===== config.mk =====
export PLATFORM = sky130hd
export DESIGN_NAME = lc3_mem_arbiter_flat
export DESIGN_NICKNAME = d
export VERILOG_FILES = /design/src/rtl/lc3_mem_arbiter_pkg.sv /design/src/rtl/lc3_mem_arbiter_if.sv /design/src/rtl/lc3_mem_arbiter_rr_pick2.sv /design/src/rtl/lc3_mem_arbiter.sv /design/src/flat_wrapper.sv
export SDC_FILE = /design/constraint.sdc
export NUM_CORES = 1
export LEC_CHECK = 0
export BUFFER_PORTS_ARGS = -buffer_cell sky130_fd_sc_hd__clkbuf_2
export CORE_MARGIN = 2
export CORE_UTILIZATION = 35
export DETAILED_ROUTE_END_ITERATION = 6
export PLACE_DENSITY_LB_ADDON = 0.3
export RECOVER_POWER = 100
export SKIP_CTS_REPAIR_TIMING = 1
export SLEW_MARGIN = 20
export SYNTH_ARGS = -nofsm -noshare
export SYNTH_HDL_FRONTEND = slang
export SYNTH_HIERARCHICAL = 1
export SYNTH_SLANG_ARGS = --single-unit

===== constraint.sdc =====
create_clock -name clk -period 2.05 [get_ports clk]
set_input_delay 0.41 -clock clk [delete_from_list [all_inputs] [get_ports clk]]
set_output_delay 0.41 -clock clk [all_outputs]
set_load 0.01 [all_outputs]

===== src/rtl/lc3_mem_arbiter_pkg.sv =====
// Shared definitions for the LC-3 two-core memory arbiter.
package lc3_pkg;

  localparam int ADDR_W_DEF = 16;
  localparam int DATA_W_DEF = 16;

  typedef enum logic [1:0] {
    ST_IDLE   = 2'd0,
    ST_ACCESS = 2'd1,
    ST_RESP   = 2'd2
  } arb_state_e;

endpackage


===== src/rtl/lc3_mem_arbiter_if.sv =====
// Bus bundle between two requesters, the arbiter and the shared memory.
interface lc3_mem_arbiter_if
  import lc3_pkg::*;
#(
  parameter int ADDR_W = ADDR_W_DEF,
  parameter int DATA_W = DATA_W_DEF
) ();

  logic              req0, req1;
  logic              we0, we1;
  logic [ADDR_W-1:0] addr0, addr1;
  logic [DATA_W-1:0] wdata0, wdata1;
  logic              ack0, ack1;
  logic [DATA_W-1:0] rdata;
  logic              memwe;
  logic [ADDR_W-1:0] mar;
  logic [DATA_W-1:0] mdr;
  logic [DATA_W-1:0] memOut;
  logic              busy;
  logic              gnt_id;

  modport slave (
    input  req0, req1, we0, we1, addr0, addr1, wdata0, wdata1, memOut,
    output ack0, ack1, rdata, memwe, mar, mdr, busy, gnt_id
  );

  modport master (
    output req0, req1, we0, we1, addr0, addr1, wdata0, wdata1, memOut,
    input  ack0, ack1, rdata, memwe, mar, mdr, busy, gnt_id
  );

endinterface


===== src/rtl/lc3_mem_arbiter_rr_pick2.sv =====
// Two-way round-robin pick: on contention, the port not served last wins.
module rr_pick2 (
  input  logic [1:0] req_i,
  input  logic       last_i,
  output logic       valid_o,
  output logic       winner_o
);

  assign valid_o  = |req_i;
  assign winner_o = (&req_i) ? ~last_i : req_i[1];

endmodule


===== src/rtl/lc3_mem_arbiter.sv =====
// Shares one memory between two LC-3 cores; one access per 3 cycles.
// state     | meaning
// ST_IDLE   | waiting; winner's request latched on grant
// ST_ACCESS | mar/mdr/memwe presented to memory
// ST_RESP   | memory data returned, ack pulses to granted port
module lc3_mem_arbiter
  import lc3_pkg::*;
#(
  parameter int ADDR_W = ADDR_W_DEF,
  parameter int DATA_W = DATA_W_DEF
) (
  input  logic              clk,
  input  logic              reset,
  lc3_mem_arbiter_if.slave  bus
);

  arb_state_e        state_q, state_d;
  logic              gnt_q;
  logic              last_q;
  logic              we_q;
  logic [ADDR_W-1:0] addr_q;
  logic [DATA_W-1:0] wdata_q;
  logic [DATA_W-1:0] rdata_q;

  logic              pick_valid;
  logic              pick_winner;
  logic              grant;

  rr_pick2 u_pick (
    .req_i    ({bus.req1, bus.req0}),
    .last_i   (last_q),
    .valid_o  (pick_valid),
    .winner_o (pick_winner)
  );

  assign grant = (state_q == ST_IDLE) && pick_valid;

  always_ff @(posedge clk or posedge reset) begin
    if (reset) begin
      state_q <= ST_IDLE;
    end else begin
      state_q <= state_d;
    end
  end

  always_comb begin
    state_d = state_q;
    unique case (state_q)
      ST_IDLE:   if (pick_valid) state_d = ST_ACCESS;
      ST_ACCESS: state_d = ST_RESP;
      ST_RESP:   state_d = ST_IDLE;
      default:   state_d = ST_IDLE;
    endcase
  end

  // last_q resets to 1 so that a tie right after reset goes to port 0
  always_ff @(posedge clk or posedge reset) begin
    if (reset) begin
      gnt_q   <= 1'b0;
      last_q  <= 1'b1;
      we_q    <= 1'b0;
      addr_q  <= '0;
      wdata_q <= '0;
      rdata_q <= '0;
    end else begin
      if (grant) begin
        gnt_q   <= pick_winner;
        last_q  <= pick_winner;
        we_q    <= pick_winner ? bus.we1    : bus.we0;
        addr_q  <= pick_winner ? bus.addr1  : bus.addr0;
        wdata_q <= pick_winner ? bus.wdata1 : bus.wdata0;
      end
      if ((state_q == ST_RESP) && !we_q) begin
        rdata_q <= bus.memOut;
      end
    end
  end

  // Outputs decode the async-reset state directly, so reset kills memwe/ack at once
  always_comb begin
    bus.memwe = 1'b0;
    bus.ack0  = 1'b0;
    bus.ack1  = 1'b0;
    bus.rdata = rdata_q;
    unique case (state_q)
      ST_ACCESS: bus.memwe = we_q;
      ST_RESP: begin
        bus.ack0 = ~gnt_q;
        bus.ack1 = gnt_q;
        if (!we_q) bus.rdata = bus.memOut;
      end
      default: ;
    endcase
  end

  assign bus.mar    = addr_q;
  assign bus.mdr    = wdata_q;
  assign bus.busy   = (state_q != ST_IDLE);
  assign bus.gnt_id = gnt_q;

endmodule


===== src/flat_wrapper.sv =====
// flat-port wrapper written by rule: the top's interface ports become plain ports
module lc3_mem_arbiter_flat import lc3_pkg::*;
#(
  parameter int ADDR_W = ADDR_W_DEF,
  parameter int DATA_W = DATA_W_DEF
)
  (clk, reset, bus_req0, bus_req1, bus_we0, bus_we1, bus_addr0, bus_addr1, bus_wdata0, bus_wdata1, bus_memOut, bus_ack0, bus_ack1, bus_rdata, bus_memwe, bus_mar, bus_mdr, bus_busy, bus_gnt_id);
  lc3_mem_arbiter_if #(.ADDR_W(ADDR_W), .DATA_W(DATA_W)) bus_i ();
  input  logic clk;
  input  logic reset;
  input wire logic [$bits(bus_i.req0)-1:0] bus_req0;
  input wire logic [$bits(bus_i.req1)-1:0] bus_req1;
  input wire logic [$bits(bus_i.we0)-1:0] bus_we0;
  input wire logic [$bits(bus_i.we1)-1:0] bus_we1;
  input wire logic [$bits(bus_i.addr0)-1:0] bus_addr0;
  input wire logic [$bits(bus_i.addr1)-1:0] bus_addr1;
  input wire logic [$bits(bus_i.wdata0)-1:0] bus_wdata0;
  input wire logic [$bits(bus_i.wdata1)-1:0] bus_wdata1;
  input wire logic [$bits(bus_i.memOut)-1:0] bus_memOut;
  output wire logic [$bits(bus_i.ack0)-1:0] bus_ack0;
  output wire logic [$bits(bus_i.ack1)-1:0] bus_ack1;
  output wire logic [$bits(bus_i.rdata)-1:0] bus_rdata;
  output wire logic [$bits(bus_i.memwe)-1:0] bus_memwe;
  output wire logic [$bits(bus_i.mar)-1:0] bus_mar;
  output wire logic [$bits(bus_i.mdr)-1:0] bus_mdr;
  output wire logic [$bits(bus_i.busy)-1:0] bus_busy;
  output wire logic [$bits(bus_i.gnt_id)-1:0] bus_gnt_id;
  assign bus_i.req0 = bus_req0;
  assign bus_i.req1 = bus_req1;
  assign bus_i.we0 = bus_we0;
  assign bus_i.we1 = bus_we1;
  assign bus_i.addr0 = bus_addr0;
  assign bus_i.addr1 = bus_addr1;
  assign bus_i.wdata0 = bus_wdata0;
  assign bus_i.wdata1 = bus_wdata1;
  assign bus_i.memOut = bus_memOut;
  assign bus_ack0 = bus_i.ack0;
  assign bus_ack1 = bus_i.ack1;
  assign bus_rdata = bus_i.rdata;
  assign bus_memwe = bus_i.memwe;
  assign bus_mar = bus_i.mar;
  assign bus_mdr = bus_i.mdr;
  assign bus_busy = bus_i.busy;
  assign bus_gnt_id = bus_i.gnt_id;
  lc3_mem_arbiter #(.ADDR_W(ADDR_W), .DATA_W(DATA_W)) u_core (.clk(clk), .reset(reset), .bus(bus_i));
endmodule

==> results.toml, run 1 <==
[power]
seqPwrFrac = 0.354
internal_power_w = 0.003614
p_switching_w = 0.001747
peakVddDrop_mv = 0.6028
comb_power_share = 0.541
p_total_w = 0.005361
power.share.clock = 0.105
p_per_area_nw_per_um2 = 1421
swShare = 0.3258
power.leakage_nw = 1.840

[layout]
seqCellArea_um2 = 1330
layout_commonest_cell = "clkbuf_2"
area_delta_synth_final_pct = 40.15
fillers = 663
n_antenna_cell = 0
drive_gt1_frac = 0.8188
final_nets = 405
multi_input_area_um2 = 1300
mostFrequentLayoutCells = "clkbuf_2, mux2_2, dfrtp_1"
fin_util = 0.5121

[logic_synthesis]
syn-cell-area_um2 = 2693
synth_simple_gate_area_frac = 0.02742
ys_ff_latch = 53
ys_warn_count = 6
yosys-mux-area-fraction = 0.4266
synth-adder-area-share = 0
yosysSeqAreaShare = 0.4930
synthTopCellsByArea = "dfrtp_1, mux2_2, buf_6, mux2_4, clkbuf_8"
syn_nets = 260
yosys.area.top_type = "dfrtp_1"
synth_area_per_cell_um2 = 15.47
synth_xor_xnor_area_share = 0
synth_top_cell_area_share = 0.4833
synth_top_family_by_area = "multiplexers"
synth-compound-area-share = 0.002788
synthDistinctLibCells = 17
synthCells = 174

[floorplan]
die_w_um = 91.71
start_util = 0.3654
die-height_um = 91.71
rows = 31
ios = 139
die_area_um2 = 8411
core-area_um2 = 7370

[detailed_routing]
first_pass_iters = 3
drt_wl_total_mm = 5.740
wl_per_cell_um = 13.70
drc = 0
via_per_inst = 4.568
drt_first_iter_violations = 69
final_antenna_net_count = 0
vias = 1914

[worst_setup_path]
cp_data_arrival_time_ns = 1.68
worstPathRequired_ns = 1.64
criticalPathCategory = "flip-flop to output pin"
critPathMaxStageDelay_ns = 0.44
crit_fanout = 8
cpLargestDelayFamily = "flip-flops"
cp_common_cell = "buf_6"
critPathSlowestCell = "dfrtp_2"
critPathBufInv = 3
cp-start-kind = "flip-flop"
endpoint_kind = "output pin"
worstPathCellList = "nor3b_4 -> buf_6 -> clkbuf_16 -> mux2_4 -> buf_6"

[clock_network]
clockRootBuffer = "clkbuf_8"
worstSkewPairLatency_ns = 0.30
cts_max_level = 2
cts_made_buffers = 5
cts_tree = "done"
cts.clk_slew.worst_paths_ns = 0.09
cts_sinks = 53
cts_buffer_depth = 2

[global_route]
grt_pass1_vias = 1980
grt_use_met2 = 0.2414
grt_use_met1 = 0.1449
grt_pass1_wl_mm = 8.749
grt_most_used_layer = "met2"
grt-ovfl-total = 0
grt_max_degree = 33
gr-usage-met3 = 0.02383
antenna_found_initial = 0
grt_usage = 0.1295

[placed_design]
port_buffers = 138
place_hpwl_mm = 4.115
gp_congestion = 0.6946

[status]
violations = "setup timing"
status = "finished with violations"

[sta]
tightestPinTransition_ns = 0.9356
fin_ws_ns = -0.04069
worst_clock_skew_ns = 0.006833
fin_crit_sh = 1.020
period_minus_slack_ns = 2.091
slew_headroom = 0.3756
hold_violations = 0
setup_viol = 12
fmax_mhz = 478.3
rsz0062_at_grt = "yes"
slew_viol_final = 0

[worst_hold_path]
worstHoldPathType = "primary input to asynchronous set/reset pin"

[flow_run]
max_cap_violations = 0
synth_stat cells:
cell type	n
mux2_1	2
mux2_2	92
and2b_1	1
a21boi_1	1
mux2_4	6
nor3b_1	1
nor3b_4	1
nor3b_2	1
or2_1	1
inv_1	1
buf_6	8
dfrtp_1	52
or2_2	1
and2_1	1
and3b_1	1
dfstp_2	1
clkbuf_8	3
through the flow:
stage / setup TNS [ns] / std cells / worst slack [ns] / hold WS, ns / instance area, um^2
after floorplan: 0 / 174 / 0.3554 / 0.4733 / 2693
after global placement: 0 / 406 / 0.2596 / 0.4894 / 3488
after detailed placement: 0 / 406 / 0.2370 / 0.4901 / 3488
after CTS: -1.611 / 414 / -0.1095 / 0.1503 / 3571
after global routing: -1.194 / 419 / -0.09708 / 0.3401 / 3774
final: -0.3217 / 419 / -0.04069 / 0.2878 / 3774
sequential cells by signal (all words and copies together) (netlist names):
signal	count
u_core/we_q	1
u_core/bus.mdr	16
u_core/bus.mar	16
u_core/state_q	2
u_core/bus.gnt_id	1
u_core/rdata_q	16
u_core/last_q	1
worst paths after layout:
check / to / startpoint / cells past startpoint / slack (ns)
worst min register to register: u_core/bus.mar[2] / u_core/bus.mar[2] / 1 / 0.51
max in group asynchronous: u_core/bus.mar[14] / reset / 3 / 0.52
worst max register to register: u_core/bus.mar[12] / u_core/state_q[0] / 4 / 0.50
min in group clk: u_core/rdata_q[6] / bus_memOut[6] / 2 / 0.35
worst min-delay path: u_core/rdata_q[4] / reset / 2 / 0.29
worst max-delay path: bus_rdata[0] / u_core/state_q[0] / 5 / -0.04
per-layer routing:
layer  vias to the layer above  wire length (um)
met5                         -                 0
met4                         0               106
met3                        10               289
met2                        68              2997
met1                       916              2347
li1                        920                 -
final cells by class:
class | instances | share of cell area
clock buffers | 6 | 0.01923
flip-flops and latches | 53 | 0.3525
multi-input cells | 109 | 0.3445
repair buffers | 149 | 0.2473
inverters | 1 | 0.0009947
well taps | 99 | 0.03282
clock inverters | 2 | 0.002653
cell families (layout without fill, tap and decap cells):
family,Yosys count,count (layout)
mux,100,100
flops,53,53
buf+inv,12,158
simple gates,8,8
compound gates,1,1
power by group through the flow:
stage                     logic, W  registers [W]  clock network [W]
final                      0.00290        0.00190           0.000564
after global routing       0.00312        0.00198           0.000640
after CTS                  0.00248        0.00191           0.000597
after detailed placement   0.00247        0.00192                  0
after global placement     0.00245        0.00190                  0
after floorplan            0.00154        0.00202                  0
No activity file was read; power rests on OpenSTA's default activity.
==> run 2: changes to the inputs <==
- ABC_CLOCK_PERIOD_IN_PS: default -> 2050
- BUFFER_PORTS_ARGS: -buffer_cell sky130_fd_sc_hd__clkbuf_2 -> default
- CORE_MARGIN: 2 -> 3
- DONT_BUFFER_PORTS: default -> 1
==> results.toml, run 2 (synthesis gave the netlist of run 1 again) <==
[status]
status = "complete, no violations"

[worst_setup_path]
criticalPathCategory = "flip-flop to output pin"
endpoint_kind = "output pin"
cp-start-kind = "flip-flop"
crit_fanout = 16
worstPathRequired_ns = 1.64
cp_data_arrival_time_ns = 1.59

[worst_hold_path]
worstHoldPathType = "primary input to flip-flop"

[layout]
mostFrequentLayoutCells = "mux2_2, dfrtp_1, clkbuf_8, mux2_4, clkbuf_2"
final_nets = 263
finalNonFillerCells = 277
seqCellArea_um2 = 1330
area_delta_synth_final_pct = 5.437
layout_commonest_cell = "mux2_2"
n_antenna_cell = 0
drive_gt1_frac = 0.6685
multi_input_area_um2 = 1236
fillers = 700

[power]
peakVddDrop_mv = 0.4471
power.leakage_nw = 1.148
p_per_area_nw_per_um2 = 1531

[floorplan]
core-area_um2 = 7370
die_area_um2 = 8782
die_w_um = 93.71
die-height_um = 93.71
rows = 31
ios = 139
start_util = 0.3654

[placed_design]
gp_congestion = 0.6380
dp_slack_ns = 0.3157
port_buffers = 0
post-place-cells = 267
place_hpwl_mm = 3.843

[sta]
fin_ws_ns = 0.04584
hold_violations = 0
worst_clock_skew_ns = 0.008995
fmax_mhz = 499.0
tightestPinTransition_ns = 1.286
slew_viol_final = 0
slew_headroom = 0.1427
rsz0062_at_grt = "yes"
fin_crit_sh = 0.9776
setup_viol = 0
period_minus_slack_ns = 2.004

[clock_network]
clockRootBuffer = "clkbuf_8"
cts_tree = "done"
cts_made_buffers = 5
cts_sinks = 53
cts_buffer_depth = 2
cts.clk_slew.worst_paths_ns = 0.10
worstSkewPairLatency_ns = 0.30
cts_max_level = 2

[global_route]
grt_pass1_vias = 1601
grt_max_degree = 54
antenna_found_initial = 0
grt_pass1_wl_mm = 7.838
grt_usage = 0.1135
grt-ovfl-total = 0

[detailed_routing]
first_pass_iters = 2
final_antenna_net_count = 0
wl_per_cell_um = 18.63
via_per_inst = 5.058
vias = 1401
drc = 0
drt_first_iter_violations = 37
drt_wl_total_mm = 5.160

[flow_run]
max_cap_violations = 0
run 2: cell count changes in the layout (fill, tap and decap cells not counted), moves of 2 or more:
cell       previous run  this run
buf_6                15         0
clkinv_2              2         0
clkbuf_16             2         0
buf_12                3         1
mux2_4               20         6
clkbuf_2            124         4
mux2_2               80        94
buf_4                 4         1
run 2: area by class of cell:
| class | instances | share of cell area |
|---|---|---|
| clock buffers | 8 | 0.03173 |
| multi-input cells | 109 | 0.4354 |
| inverters | 1 | 0.001322 |
| flip-flops and latches | 53 | 0.4685 |
| well taps | 99 | 0.04363 |
| repair buffers | 7 | 0.01939 |
run 2: power breakdown:
part	switching, W	internal [W]
clock network	0.000324	0.000276
registers	0.000532	0.00160
logic	0.000650	0.000970
total	0.00150	0.00284
run 2: critical path, cell delays in order, from the launching register on:
cell and delay [ns]:
dfrtp_2 0.47, nor3b_4 0.27, buf_12 0.18, mux2_2 0.38
run 2: final timing paths:
| kind | startpoint | to | slack [ns] | cells past startpoint |
|---|---|---|---|---|
| min reg2reg | u_core/rdata_q[1] | u_core/rdata_q[1] | 0.51 | 1 |
| max in group asynchronous | reset | u_core/state_q[0] | 0.76 | 2 |
| min | bus_memOut[14] | u_core/rdata_q[14] | 0.25 | 1 |
| max | u_core/state_q[0] | bus_rdata[11] | 0.05 | 3 |
| max reg2reg | u_core/last_q | u_core/bus.mdr[13] | 0.12 | 4 |
| min in group asynchronous | reset | u_core/bus.mdr[1] | 0.42 | 2 |
run 2: per-layer routing:
layer  global-route usage  wire [um]  share of wire
met4              0.04693        123          0.024
met1               0.1233       1813           0.35
met2               0.1993       2728           0.53
met5                    0          0              0
met3              0.04006        495          0.096
run 2: stage by stage:
step	setup TNS [ns]	hold WS [ns]	total power [W]	utilization	cell area, um^2
after CTS	-0.2769	0.1912	0.004442	0.3874	2855
after global placement	0	0.4848	0.003722	0.3752	2765
after global routing	-0.9436	0.2352	0.004656	0.3852	2839
after detailed placement	0	0.4964	0.003829	0.3752	2765
after floorplan	0	0.4733	0.003556	-	2693
final	0	0.2535	0.004347	0.3852	2839
